## src/rtl/ldpc_pkg.sv

```systemverilog
// Shared LDPC decoder constants and the bit-update scheduler state encoding.
package ldpc_pkg;

   localparam int unsigned WIDTH_LLR      = 6;
   localparam int unsigned MAX_BLOCK_SIZE = 64;
   localparam int unsigned WIDTH_BLOCK    = $clog2(MAX_BLOCK_SIZE);
   localparam int unsigned MAX_EDGES      = 256;
   localparam int unsigned WIDTH_EDGE     = $clog2(MAX_EDGES) + 1;
   localparam int unsigned WIDTH_ITER     = 5;
   localparam int unsigned NUM_STATES     = 9;

   // Padding bit index; the engine discards adds aimed at it.
   localparam logic [WIDTH_BLOCK-1:0] DUMMY_INDEX = '1;

   typedef enum logic [NUM_STATES-1:0] {
      S_IDLE      = 9'b0_0000_0001,
      S_WAIT_MSG  = 9'b0_0000_0010,
      S_ISSUE     = 9'b0_0000_0100,
      S_GUARD     = 9'b0_0000_1000,
      S_WAIT_BU   = 9'b0_0001_0000,
      S_SWAP      = 9'b0_0010_0000,
      S_SWAP_WAIT = 9'b0_0100_0000,
      S_CHECK     = 9'b0_1000_0000,
      S_DONE      = 9'b1_0000_0000
   } state_t;

endpackage

```

## src/rtl/bit_update_scheduler.sv

```systemverilog
// Sequences check-to-bit messages into the bit-update engine, one add at a time,
// with a memory swap and convergence check at the end of every iteration.
module bit_update_scheduler #(
   parameter int unsigned WIDTH_LLR      = ldpc_pkg::WIDTH_LLR,
   parameter int unsigned MAX_BLOCK_SIZE = ldpc_pkg::MAX_BLOCK_SIZE,
   parameter int unsigned MAX_EDGES      = ldpc_pkg::MAX_EDGES,
   parameter int unsigned WIDTH_ITER     = ldpc_pkg::WIDTH_ITER
) (
   input  logic                              clk,
   input  logic                              rst_n,
   input  logic                              start,
   input  logic                              abort,
   input  logic [$clog2(MAX_EDGES):0]        num_edges,
   input  logic [WIDTH_ITER-1:0]             max_iter,
   input  logic                              msg_valid,
   output logic                              msg_ready,
   input  logic [$clog2(MAX_BLOCK_SIZE)-1:0] msg_index,
   input  logic [WIDTH_LLR-1:0]              msg_llr,
   input  logic                              msg_sign,
   input  logic                              msg_last,
   input  logic                              syndrome_ok,
   input  logic                              bu_ready,
   output logic                              bu_add,
   output logic                              bu_change_memory,
   output logic [$clog2(MAX_BLOCK_SIZE)-1:0] bu_index,
   output logic [WIDTH_LLR-1:0]              bu_llr,
   output logic                              bu_sign,
   output logic                              busy,
   output logic                              done,
   output logic                              converged,
   output logic [WIDTH_ITER-1:0]             iter_count,
   output logic                              err_edge
);
   import ldpc_pkg::*;

   localparam int unsigned IDX_W  = $clog2(MAX_BLOCK_SIZE);
   localparam int unsigned EDGE_W = $clog2(MAX_EDGES) + 1;

   state_t                r_state;
   state_t                w_state_next;
   logic                  r_abort_pend;
   logic                  r_swap_guard;
   logic [IDX_W-1:0]      r_index;
   logic [WIDTH_LLR-1:0]  r_llr;
   logic                  r_sign;
   logic                  r_last;
   logic [EDGE_W-1:0]     r_edge_cnt;
   logic [WIDTH_ITER-1:0] r_iter;
   logic                  r_err_edge;
   logic                  r_busy;
   logic                  r_done;
   logic                  r_converged;
   logic                  r_bu_add;
   logic                  r_bu_change;

   logic w_accept;
   logic w_abort_any;
   logic w_start_ok;
   logic w_inflight;

   assign msg_ready   = (r_state == S_WAIT_MSG) && bu_ready;
   assign w_accept    = msg_valid && msg_ready;
   assign w_abort_any = abort || r_abort_pend;
   assign w_start_ok  = (r_state == S_IDLE) && start && !abort;
   assign w_inflight  = r_state inside {S_ISSUE, S_GUARD, S_WAIT_BU, S_SWAP, S_SWAP_WAIT};

   always_ff @(posedge clk or negedge rst_n) begin
      if (!rst_n) r_state <= S_IDLE;
      else        r_state <= w_state_next;
   end

   // Next state; a pending abort only takes effect once the engine is ready again.
   always_comb begin
      w_state_next = r_state;
      case (r_state)
         S_IDLE:      if (w_start_ok) w_state_next = S_WAIT_MSG;
         S_WAIT_MSG: begin
            if (abort)         w_state_next = S_IDLE;
            else if (w_accept) w_state_next = S_ISSUE;
         end
         S_ISSUE:     w_state_next = S_GUARD;
         S_GUARD:     w_state_next = S_WAIT_BU;
         S_WAIT_BU: begin
            if (bu_ready) begin
               if (w_abort_any) w_state_next = S_IDLE;
               else if (r_last) w_state_next = S_SWAP;
               else             w_state_next = S_WAIT_MSG;
            end
         end
         S_SWAP:      w_state_next = S_SWAP_WAIT;
         S_SWAP_WAIT: begin
            if (!r_swap_guard && bu_ready)
               w_state_next = w_abort_any ? S_IDLE : S_CHECK;
         end
         S_CHECK: begin
            if (abort)                                   w_state_next = S_IDLE;
            else if (syndrome_ok || (r_iter >= max_iter)) w_state_next = S_DONE;
            else                                         w_state_next = S_WAIT_MSG;
         end
         S_DONE:      w_state_next = S_IDLE;
         default:     w_state_next = S_IDLE;
      endcase
   end

   // Registered outputs and datapath, decoded from the state being entered.
   always_ff @(posedge clk or negedge rst_n) begin
      if (!rst_n) begin
         r_abort_pend <= 1'b0;
         r_swap_guard <= 1'b0;
         r_index      <= '0;
         r_llr        <= '0;
         r_sign       <= 1'b0;
         r_last       <= 1'b0;
         r_edge_cnt   <= '0;
         r_iter       <= '0;
         r_err_edge   <= 1'b0;
         r_busy       <= 1'b0;
         r_done       <= 1'b0;
         r_converged  <= 1'b0;
         r_bu_add     <= 1'b0;
         r_bu_change  <= 1'b0;
      end else begin
         r_bu_add     <= (w_state_next == S_ISSUE);
         r_bu_change  <= (w_state_next == S_SWAP);
         r_done       <= (w_state_next == S_DONE);
         r_busy       <= (w_state_next != S_IDLE);
         r_swap_guard <= (r_state == S_SWAP);

         if (w_start_ok) begin
            r_iter      <= '0;
            r_edge_cnt  <= '0;
            r_err_edge  <= 1'b0;
            r_converged <= 1'b0;
         end

         if (w_accept) begin
            r_index    <= msg_index;
            r_llr      <= msg_llr;
            r_sign     <= msg_sign;
            r_last     <= msg_last;
            r_edge_cnt <= r_edge_cnt + EDGE_W'(1);
         end

         if (r_state == S_SWAP) begin
            if (r_iter != '1)              r_iter     <= r_iter + WIDTH_ITER'(1);
            if (r_edge_cnt != num_edges)   r_err_edge <= 1'b1;
            r_edge_cnt <= '0;
         end

         if ((r_state == S_CHECK) && (w_state_next == S_DONE))
            r_converged <= syndrome_ok;

         if (abort && w_inflight)       r_abort_pend <= 1'b1;
         if (w_state_next == S_IDLE)    r_abort_pend <= 1'b0;
      end
   end

   assign bu_add           = r_bu_add;
   assign bu_change_memory = r_bu_change;
   assign bu_index         = r_index;
   assign bu_llr           = r_llr;
   assign bu_sign          = r_sign;
   assign busy             = r_busy;
   assign done             = r_done;
   assign converged        = r_converged;
   assign iter_count       = r_iter;
   assign err_edge         = r_err_edge;

endmodule

```

## config.mk

```make
export PLATFORM = sky130hd
export DESIGN_NAME = bit_update_scheduler
export DESIGN_NICKNAME = d
export VERILOG_FILES = /design/src/rtl/ldpc_pkg.sv /design/src/rtl/bit_update_scheduler.sv
export SDC_FILE = /design/constraint.sdc
export NUM_CORES = 1
export LEC_CHECK = 0
export ABC_CLOCK_PERIOD_IN_PS = 4010
export BUFFER_PORTS_ARGS = -buffer_cell sky130_fd_sc_hd__buf_2
export CORE_AREA = 5 5 72 74
export CTS_CLUSTER_SIZE = 20
export DETAILED_ROUTE_END_ITERATION = 10
export DIE_AREA = 0 0 77 79
export GPL_TIMING_DRIVEN = 0
export PLACE_DENSITY = 0.84
export SLEW_MARGIN = 10
export SYNTH_ARGS = -nofsm -noshare
export SYNTH_HDL_FRONTEND = slang
export SYNTH_SLANG_ARGS = --single-unit
```

## constraint.sdc

```tcl
create_clock -name clk -period 4.01 [get_ports clk]
set_input_delay 0.802 -clock clk [delete_from_list [all_inputs] [get_ports clk]]
set_output_delay 0.802 -clock clk [all_outputs]
set_load 0.01 [all_outputs]
```

[Word level (Yosys, flattened, before mapping)]
Cells that the tools add are included.
Cells by class
  reduce and logical (&&, ||, !) cells: 15
  eq/ne operators: 15
  magnitude comparators: 1
  add/sub/neg operators: 2
  muxes and demuxes: 24
Operators with widths (count)
  9-bit two-way mux: 10
  9-bit one-hot mux with 8 select lines: 1
  9-bit by 1-bit == test with 1-bit output, second input constant: 2
  9-bit by 3-bit == test with 1-bit output, second input constant: 2
  9-bit by 6-bit == test with 1-bit output, second input constant: 2
  5-bit two-way mux: 3
  6-bit two-way mux: 2
  9-bit by 1-bit adder with 9-bit output, second input constant: 1
  9-bit by 2-bit == test with 1-bit output, second input constant: 1
  9-bit by 4-bit == test with 1-bit output, second input constant: 1
  9-bit by 5-bit == test with 1-bit output, second input constant: 1
  9-bit by 7-bit == test with 1-bit output, second input constant: 1
  9-bit by 8-bit == test with 1-bit output, second input constant: 1
  9-bit == test, second input constant: 1
  9-bit by 1-bit != test with 1-bit output, second input constant: 1
  9-bit != test: 1
  8-bit two-way mux: 1
  1-bit logical AND: 7
  1-bit two-way mux: 7
  5-bit by 1-bit adder with 5-bit output, second input constant: 1
  5-bit >= comparator: 1
  5-bit != test, second input constant: 1
  5-bit nonzero test: 1
  2-bit nonzero test: 2
  other kinds (3): 5
Word-level totals
  bits of input ports: 35
  register bits: 45
  output and inout port bits: 25

[Depth between registers and ports, before layout]
  depth after elaboration: 9
  gate-level depth with buffers: 8
  depth with buffers taken out: 7

[Worst setup path before layout]
No wires, ideal clock.
  path type: input to register
  start: in abort
  end: reg r_abort_pend
  path slack: 1.995 ns
  data required time: 3.937 ns
  stages on the path: 6
  path buffers: 1
  data arrival time: 1.942 ns
  path through: or3b_1 clkbuf_1 o22ai_1 nor2_1 a2111oi_4 nor2b_1
On the way
  word-level cells in the longest chain between the ends: 6
RTL lines
  start: declaration: line bit_update_scheduler.sv:12  | input logic abort,
  1-bit logical OR / 1-bit logical NOT (equally long branches): line bit_update_scheduler.sv:63, bit_update_scheduler.sv:64
  8-bit two-way mux, or another cell as far along: line bit_update_scheduler.sv:93  | w_state_next = w_abort_any ? S_IDLE : S_CHECK;
  9-bit two-way mux, on equally long branches: line bit_update_scheduler.sv:92, bit_update_scheduler.sv:76, bit_update_scheduler.sv:84
  9-bit one-hot mux with 8 select lines: line bit_update_scheduler.sv:75  | case (r_state)
  9-bit by 1-bit == test with 1-bit output: line bit_update_scheduler.sv:154  | if (w_state_next == S_IDLE) r_abort_pend <= 1'b0;
  1-bit two-way mux / 2-bit nonzero test (equally long branches)
  end signal: assignment: line bit_update_scheduler.sv:108  | r_abort_pend <= 1'b0;
  end signal: assignment: line bit_update_scheduler.sv:153  | if (abort && w_inflight) r_abort_pend <= 1'b1;
  end signal: assignment: line bit_update_scheduler.sv:154
  end: declaration: line bit_update_scheduler.sv:41  | logic r_abort_pend;
Parallel ways exist; a longest one is shown, timed or not.
A chain may end at the register's enable or synchronous reset.

[Worst setup path after layout]
  start: reg r_state[4]
  end: out msg_ready
On the way
  word-level cells in the longest chain between the ends: 2
RTL lines
  start: declaration: line bit_update_scheduler.sv:39  | state_t r_state;
  start signal: assignment: line bit_update_scheduler.sv:69  | else r_state <= w_state_next;
  9-bit by 2-bit == test with 1-bit output: line bit_update_scheduler.sv:61  | assign msg_ready = (r_state == S_WAIT_MSG) && bu_ready;
  1-bit logical AND: line bit_update_scheduler.sv:61
  end: declaration: line bit_update_scheduler.sv:16  | output logic msg_ready,
No other way between the ends.

==> results.cfg <==
[clocking]
insertion_delay_ps = 300
clk_pin_slew_ps = 80
htreeDepth = 2
cts_setup_buffers = 0
cts_buffer_depth = 2
cts_tree = yes
ctsResizeCount = 0
clockRootBuffer = clkbuf_8
cts_hold_buf = 0
cts_sinks = 45
numCtsBuffers = 5

[die]
fp.coreArea_um2 = 4536
rows = 25
dieArea_um2 = 6083
initial_core_util = 0.5327
die_y_um = 79
die_w_um = 77
num_io_pins = 60

[timing]
finalSetupViolCount = 0
setup_ws_ps = 1575
fin_skew_ps = 10.04
slew_headroom = 0.3442
grt_setup_unrepaired = false
drv_slew = 0
period_share = 0.6073
final.setup.tns_ps = 0
fin_crit_ps = 2435
tightest_slew_ps = 983.7
fmax_mhz = 410.6
finalHoldViolCount = 0

[status]
status = finished clean

[setup_path]
cpLargestDelayFamily = simple AND/OR/NAND/NOR gates
rr_worst_depth = 6
crit_path_frequent_cell = buf_2
ff2ff_setup_slack_ps = 1980
cp.depth = 4
path_class = flip-flop to primary output
required_ps = 3210
setup.worst_path.end = msg_ready
slowest_stage = dfrtp_1
slowest_delay_ps = 370
r2r-start = r_state[8]$_DFF_PN0_
arrival_ps = 1630
worst-path-buf-inv = 2
worstSetupStartpoint = r_state[4]$_DFF_PN0_
crit_chain = buf_2 -> nor4_1 -> and4_1 -> buf_2
end_kind = primary output
reg2reg_to = bu_index[1]$_DFFE_PN0P_
path_max_fanout = 10
critPathLaunchType = flip-flop

[detailed_routing]
wl_um = 4909
ant_nets = 0
vias = 1881
drc = 0
via_per_inst = 5.484
avgRoutedWirePerCell_um = 14.31
first_pass_iters = 4
dr.first_iter.drc_count = 155

[logic_synthesis]
synth_top_area_frac = 0.4557
async_flop_share = 1.000
synth_top_family_by_area = simple AND/OR/NAND/NOR gates
synth_most_common_cell = dfrtp_1
synthXorXnorAreaFrac = 0.05075
synth_cell_type_count = 48
syn_area_um2 = 2416
synth-compound-area-share = 0.1119
synth.area.top_cells = dfrtp_1 46%, mux2_1 4.7%, ha_1 4.1%, xnor2_1 2.5%, xor2_1 2.5%
synthMuxAreaShare = 0.07820
synth_area_per_cell_um2 = 10.88
yosys.area_share.simple = 0.1952
synth_seq_area_share = 0.4666
synthesis.nets = 265
synthAdderAreaFrac = 0.04143
synth-seq-cells = 45
syn_inst = 222
ys_warn_count = 0
synthFlopType = dfrtp_1
synth_common_cells = 44 x dfrtp_1, 14 x inv_1, 14 x nor2_1
synth_largest_area_cell = dfrtp_1
synth_edf_count = 0

[global_route]
grt_pass1_vias = 1942
overflow = 0
antenna_found_initial = 0
grt_pass1_wl_um = 8728
grt_usage = 0.1722
grt_max_degree = 46

[placed_design]
port_buffers = 59
dp_slack_ps = 1710
place.gp.congestion = 0.9010
placed_area_um2 = 2779
hpwl_um = 3700

[layout]
syn_to_final_growth_pct = 19.63
fin_nets = 331
n_fill_cell = 347
antenna_cells = 0
fin_area_um2 = 2890
drive_gt1_frac = 0.3080

[pwr]
total_power_mw = 1.288
leakage_nw = 1.503
ir_drop_mv = 0.2467
cellPowerDensity_nw_per_um2 = 445.7

[min_path]
holdPathStages = 1
hold_class = flip-flop to flip-flop

[job]
cap_violations = 0
## sequential cells by signal, summed over array words and instances (netlist names)
name	count
r_edge_cnt	9
r_state	9
bu_index	6
bu_llr	6
iter_count	5
bu_add	1
bu_change_memory	1
bu_sign	1
busy	1
converged	1
done	1
err_edge	1
r_abort_pend	1
r_last	1
r_swap_guard	1
## placed cells by master (no fill, tap or decap), types with 3 or more instances in the layout
master | synthesis | final
mux2_1 | 10 | 10
nand2_1 | 9 | 9
buf_2 | 6 | 65
clkbuf_8 | 0 | 5
nor2b_1 | 8 | 8
nand3_1 | 11 | 11
inv_1 | 14 | 14
nor4_1 | 4 | 4
a21o_1 | 3 | 3
xnor2_1 | 7 | 7
o21ai_0 | 6 | 6
nor2_1 | 14 | 14
ha_1 | 8 | 8
a211oi_1 | 4 | 4
nor3_1 | 6 | 6
clkbuf_1 | 2 | 3
nand4b_1 | 4 | 4
a21oi_1 | 3 | 3
buf_6 | 4 | 4
and3_1 | 3 | 3
a22o_1 | 6 | 6
mux2_2 | 5 | 5
xor2_1 | 7 | 7
dfrtp_1 | 44 | 44
## worst min-delay path by stage
stage	from	to	slack, ps
global route	r_swap_guard$_DFF_PN0_	r_state[7]$_DFF_PN0_	510
detailed placement	r_swap_guard$_DFF_PN0_	r_state[7]$_DFF_PN0_	460
finish	bu_llr[4]$_DFFE_PN0P_	bu_llr[4]$_DFFE_PN0P_	480
floorplan	r_swap_guard$_DFF_PN0_	r_state[7]$_DFF_PN0_	440
global placement	r_swap_guard$_DFF_PN0_	r_state[7]$_DFF_PN0_	460
CTS	r_swap_guard$_DFF_PN0_	r_state[7]$_DFF_PN0_	480
## metal layers
metal,global-route usage,wire [um],part of all wire
met3,0.03855,220,0.045
met2,0.2971,2525,0.51
met1,0.2183,2112,0.43
met4,0.04639,51,0.010
met5,0,0,0
## power by group
part | switching, mW | leakage (nW) | internal (mW)
registers | 0.0481 | 0.607 | 0.543
clock network | 0.153 | 0.0554 | 0.187
logic | 0.179 | 0.841 | 0.178
total | 0.380 | 1.50 | 0.908
## final cells by class
class	instances	area (um2)	share of cell area
plain buffers	12	82.58	0.02857
clock buffers	6	72.57	0.02511
clock inverters	2	38.79	0.01342
inverters	14	52.55	0.01818
multi-input cells	151	1154	0.3991
flip-flops and latches	45	1127	0.3900
well taps	54	67.56	0.02338
repair buffers	59	295.3	0.1022
## per-stage QoR
| step | instances | hold slack, ps | utilization |
|---|---|---|---|
| global placement | 335 | 461.1 | 0.6127 |
| detailed placement | 335 | 462.9 | 0.6127 |
| global route | 343 | 511.0 | 0.6372 |
| finish | 343 | 483.4 | 0.6372 |
| CTS | 343 | 475.4 | 0.6372 |
| floorplan | 222 | 437.3 | - |
## kinds of logic after synthesis
kind of cell / count (synthesis)
AO/OA/AOI/OAI: 34
XOR/XNOR: 14
adder cells (fa/ha/maj): 8
buffers and inverters: 26
flip-flops: 45
multiplexers: 17
AND/OR/NAND/NOR: 78
(Power assumes the default switching activity.)
